==> config.mk <==
export PLATFORM = sky130hd
export DESIGN_NAME = mileage_bcd_recorder
export DESIGN_NICKNAME = d
export VERILOG_FILES = /design/src/rtl/mileage_bcd_recorder.sv
export SDC_FILE = /design/constraint.sdc
export NUM_CORES = 1
export LEC_CHECK = 0
export ABC_AREA = 1
export ABC_CLOCK_PERIOD_IN_PS = 2550
export BUFFER_PORTS_ARGS = -buffer_cell sky130_fd_sc_hd__clkbuf_2
export CAP_MARGIN = 25
export CORE_AREA = 5 5 104 106
export CTS_CLUSTER_DIAMETER = 200
export CTS_CLUSTER_SIZE = 10
export DETAILED_ROUTE_END_ITERATION = 7
export DIE_AREA = 0 0 109 111
export PLACE_DENSITY = 0.85
export SYNTH_ARGS = -nofsm -noshare
export SYNTH_HDL_FRONTEND = slang
export SYNTH_SLANG_ARGS = --single-unit
==> constraint.sdc <==
create_clock -name clk -period 2.55 [get_ports clk]
set_input_delay 0.255 -clock clk [delete_from_list [all_inputs] [get_ports clk]]
set_output_delay 0.255 -clock clk [all_outputs]
set_load 0.01 [all_outputs]
==> src/rtl/mileage_bcd_recorder.sv <==
// Mileage record counter with a serial double-dabble binary-to-BCD converter.
// A change to the record schedules one conversion; bcd updates atomically with a one-cycle strobe.
module mileage_bcd_recorder #(
  parameter int REC_W     = 27,
  parameter int DIGITS    = 7,
  parameter int MAX_COUNT = 9_999_999
) (
  input  logic                  clk,
  input  logic                  rst_n,
  input  logic                  power_on,
  input  logic                  moving,
  input  logic                  dist_tick,
  input  logic                  clr,
  output logic [REC_W-1:0]      record,
  output logic [4*DIGITS-1:0]   bcd,
  output logic                  bcd_valid,
  output logic                  busy
);

  localparam int BCD_W = 4 * DIGITS;
  localparam int CNT_W = $clog2(REC_W + 1);

  typedef enum logic [1:0] {IDLE, LOAD, SHIFT, DONE} state_t;

  state_t             state, state_next;
  logic [REC_W-1:0]   rec_next;
  logic               rec_change;
  logic               pending;
  logic [REC_W-1:0]   shift_reg;
  logic [BCD_W-1:0]   acc, acc_adj;
  logic [CNT_W-1:0]   bit_cnt;

  // NOTE: every always_comb output gets a default first so no path can infer a latch.
  always_comb begin
    rec_next = record;
    if (clr)
      rec_next = '0;
    else if (dist_tick && power_on && moving)
      rec_next = (record == REC_W'(MAX_COUNT)) ? '0 : record + 1'b1;
    rec_change = (rec_next != record);
  end

  // NOTE: sequential state uses non-blocking assignments only, so all flops update together.
  always_ff @(posedge clk or negedge rst_n) begin
    if (!rst_n) begin
      record  <= '0;
      pending <= 1'b0;
    end else begin
      record <= rec_next;
      // A new change wins over the IDLE clear so no update is ever dropped.
      if (rec_change)
        pending <= 1'b1;
      else if (state == IDLE)
        pending <= 1'b0;
    end
  end

  always_comb begin
    state_next = state;
    unique case (state)
      IDLE:    if (pending) state_next = LOAD;
      LOAD:    state_next = SHIFT;
      SHIFT:   if (bit_cnt == CNT_W'(1)) state_next = DONE;
      DONE:    state_next = IDLE;
      default: state_next = IDLE;
    endcase
  end

  always_ff @(posedge clk or negedge rst_n) begin
    if (!rst_n) state <= IDLE;
    else        state <= state_next;
  end

  // Add-3 correction per digit before each shift; digits >= 5 become >= 8 so the shift carries.
  always_comb begin
    acc_adj = acc;
    for (int d = 0; d < DIGITS; d++)
      if (acc[4*d +: 4] >= 4'd5)
        acc_adj[4*d +: 4] = acc[4*d +: 4] + 4'd3;
  end

  // NOTE: datapath registers are reset as well; they are few and it keeps X out of bcd.
  always_ff @(posedge clk or negedge rst_n) begin
    if (!rst_n) begin
      shift_reg <= '0;
      acc       <= '0;
      bit_cnt   <= '0;
      bcd       <= '0;
      bcd_valid <= 1'b0;
    end else begin
      bcd_valid <= (state == DONE);
      unique case (state)
        LOAD: begin
          shift_reg <= record;
          acc       <= '0;
          bit_cnt   <= CNT_W'(REC_W);
        end
        SHIFT: begin
          {acc, shift_reg} <= {acc_adj, shift_reg} << 1;
          bit_cnt          <= bit_cnt - 1'b1;
        end
        DONE:    bcd <= acc;
        default: ;
      endcase
    end
  end

  assign busy = (state == LOAD) || (state == SHIFT);

endmodule
==> impl_metrics.csv <==
group,metric,value,unit
die,die_h,111,um
die,start_util,0.629,
finish,reg_top3,"acc x28, bcd x28",
sta,setup_ws,509,ps
critical_path,crit_fanout,38,
die,pin_count,63,
synthesis,ys_seq_area_frac,0.489,
drt,routed-wl-met3,968,um
drt,via_per_inst,5.81,
grt,globalRouteOverflowTotal,0,
critical_path,critical_path_required,2980,ps
sta,report.final.setup_viol,0,
clock_tree,clk_pin_slew,60,ps
finish,final_nets,844,
finish,syn_to_final_growth,17.2,%
power_and_ir_drop,ir_drop,0.000478,V
grt,grt_pass1_vias,5566,
drt,wl_per_cell,17.1,um
sta,fin_crit_sh,0.800,
sta,drv_slew,0,
place,hpwl,11200,um
synthesis,ys_seq_elements,119,
grt,grt_use_total,0.285,
grt,antenna_found_initial,0,
critical_path,slowest_delay,460,ps
sta,max_freq,0.490,GHz
worst_hold_path,hold_class,"in2reg",
critical_path,cp_cell_sequence,"inv_1 -> ha_1 -> nand2_1 -> inv_1 -> buf_12 -> o21ai_0 -> o22ai_1",
synthesis,synth.avg_cell_area,8.13,um^2
finish,diodes,0,
status,status,"complete, no violations",
finish,final.fill_count,727,
sta,rsz0062_at_grt,"no",
sta,tightestPinTransition,670,ps
clock_tree,cts.path.max_buffers,2,
critical_path,path_class,"reg2reg",
finish,drive_gt1_frac,0.150,
drt,dr_total_vias,5590,
clock_tree,post_cts_buffers,0,
drt,wl_met2,8070,um
critical_path,worst-path-buf-inv,3,
clock_tree,cts_htree_levels,4,
sta,relSlewSlack,0.554,
drt,met1_length,6740,um
critical_path,arrival,2470,ps
synthesis,netlist-cell-type-count,38,
sta,hold_violations,0,
place,place_congestion,0.936,
power_and_ir_drop,leakagePower,0.00332,uW
synthesis,synth_top_cell_by_area,"dfrtp_1",
drt,antenna_left,0,
grt,grt_pass1_wl,27100,um
die,dieArea,12100,um^2
critical_path,end_kind,"register",
clock_tree,cts_sinks,119,
drt,dr.pass1.iters,7,
run,cap_violations,0,
synthesis,synth_area_leaders,"dfrtp_1 49%, nand2_1 9.7%, nor2_1 6.0%, inv_1 5.2%, ha_1 4.1%",
drt,drc,0,
clock_tree,cts_tree,"yes",
synthesis,syn_nets,775,
drt,highest_layer,"met4",
grt,grt_max_degree,50,
place,place_ws,422,ps
sta,fin_hold_ws,78.2,ps
sta,setup_tns,0,ps
critical_path,crit_top_cell,"inv_1",
clock_tree,cts_root_buf,"clkbuf_8",
synthesis,synth_cells,749,
synthesis,syn_area,6090,um^2
sta,fin_worst_skew,9.24,ps
synthesis,synth_top_area_share,0.489,
drt,drt_iter0_markers,468,
synthesis,yosys_warnings,0,
clock_tree,clk-insertion-delay-late,530,ps
die,die_w,109,um
die,core_area,9680,um^2
die,rows,36,
clock_tree,numCtsBuffers,17,
critical_path,slowest_stage,"ha_1",
power_and_ir_drop,powerDensity,916,nW/um^2
critical_path,startpoint_type,"register",
critical_path,critPathTopFamily,"buffers and inverters",
place,port_buffers,62,
sta,min_period,2040,ps
drt,wirelength,16400,um
-- cell usage after synthesis, drive strengths merged --
library cell,n
nor2,104
o32ai,6
clkbuf,15
nand3b,3
dfrtp,119
mux2i,3
a22o,1
a221oi,1
ha,20
nand2,162
nor3,12
o22ai,10
nor4,1
or2,1
o211ai,21
inv,91
a21oi,49
clkinv,2
a21boi,1
o21ai,49
buf,8
nand4,11
xor2,10
nand3,41
o21a,4
a22oi,1
o221ai,3
-- power by group --
group	internal [uW]	leakage, uW	switching (uW)	total, uW
clock network	1450	0.000273	835	2290
registers	2200	0.00158	161	2360
logic	590	0.00147	1300	1890
-- routing by layer --
metal,global-route usage,vias to the layer above
li1,-,2593
met1,0.362,2720
met2,0.462,225
met3,0.0646,52
met4,0.123,0
met5,0,-
-- final cells by class --
cell class	count	area, um^2	share of cell area
flip-flops and latches	119	2980	0.417
inverters	93	349	0.0489
clock inverters	8	98.8	0.0139
well taps	133	166	0.0233
repair buffers	73	423	0.0593
multi-input cells	514	2660	0.372
clock buffers	22	463	0.0649
-- layout by cell type (no fill, tap or decap), types with 5 or more instances in the layout --
| cell | count |
|---|---|
| nand2_1 | 157 |
| dfrtp_1 | 119 |
| nor2_1 | 98 |
| inv_1 | 84 |
| clkbuf_2 | 61 |
| o21ai_0 | 49 |
| a21oi_1 | 49 |
| nand3_1 | 40 |
| o211ai_1 | 21 |
| ha_1 | 19 |
| clkbuf_16 | 16 |
| nor3_1 | 11 |
| xor2_1 | 10 |
| o22ai_1 | 10 |
| nand4_1 | 9 |
| buf_4 | 9 |
| inv_2 | 7 |
| o32ai_1 | 6 |
| nor2_2 | 5 |
-- stage by stage --
| step | area (um^2) | power [uW] | util | std cells |
|---|---|---|---|---|
| floorplan | 6090 | 3560 | - | 749 |
| global placement | 6560 | 4170 | 0.678 | 931 |
| detailed placement | 6560 | 4250 | 0.678 | 931 |
| CTS | 7130 | 6540 | 0.737 | 962 |
| global route | 7130 | 6870 | 0.737 | 962 |
| finish | 7130 | 6530 | 0.737 | 962 |
-- cell families (layout without fill, tap and decap cells) --
family                     count (synthesis)  count (layout)  share of synthesized area
muxes                                      3               3                    0.00493
adders and majority gates                 20              20                     0.0411
buffers and inverters                    116             196                     0.0752
and+or+nand+nor                          335             335                      0.235
DFF                                      119             119                      0.489
AOI/OAI and AO/OA                        146             146                      0.140
xor gates and xnor gates                  10              10                     0.0144
-- final timing paths --
kind / start / to / slack, ps / depth (start not counted)
max: state[1] / acc[17] / 510 / 7
min: clr / record[4] / 80 / 2
max reg2reg: state[1] / acc[17] / 510 / 7
min reg2reg: bit_cnt[4] / bit_cnt[4] / 480 / 2
max in group asynchronous: rst_n / record[8] / 1360 / 3
min in group asynchronous: rst_n / bcd[13] / 310 / 2
-- repair_timing --
item / CTS / global route
hold buffers: 1 / 0
resized for setup: 0 / 0
hold endpoints to repair: 47 / 0
Note: power is estimated with default switching activity, not from simulation.
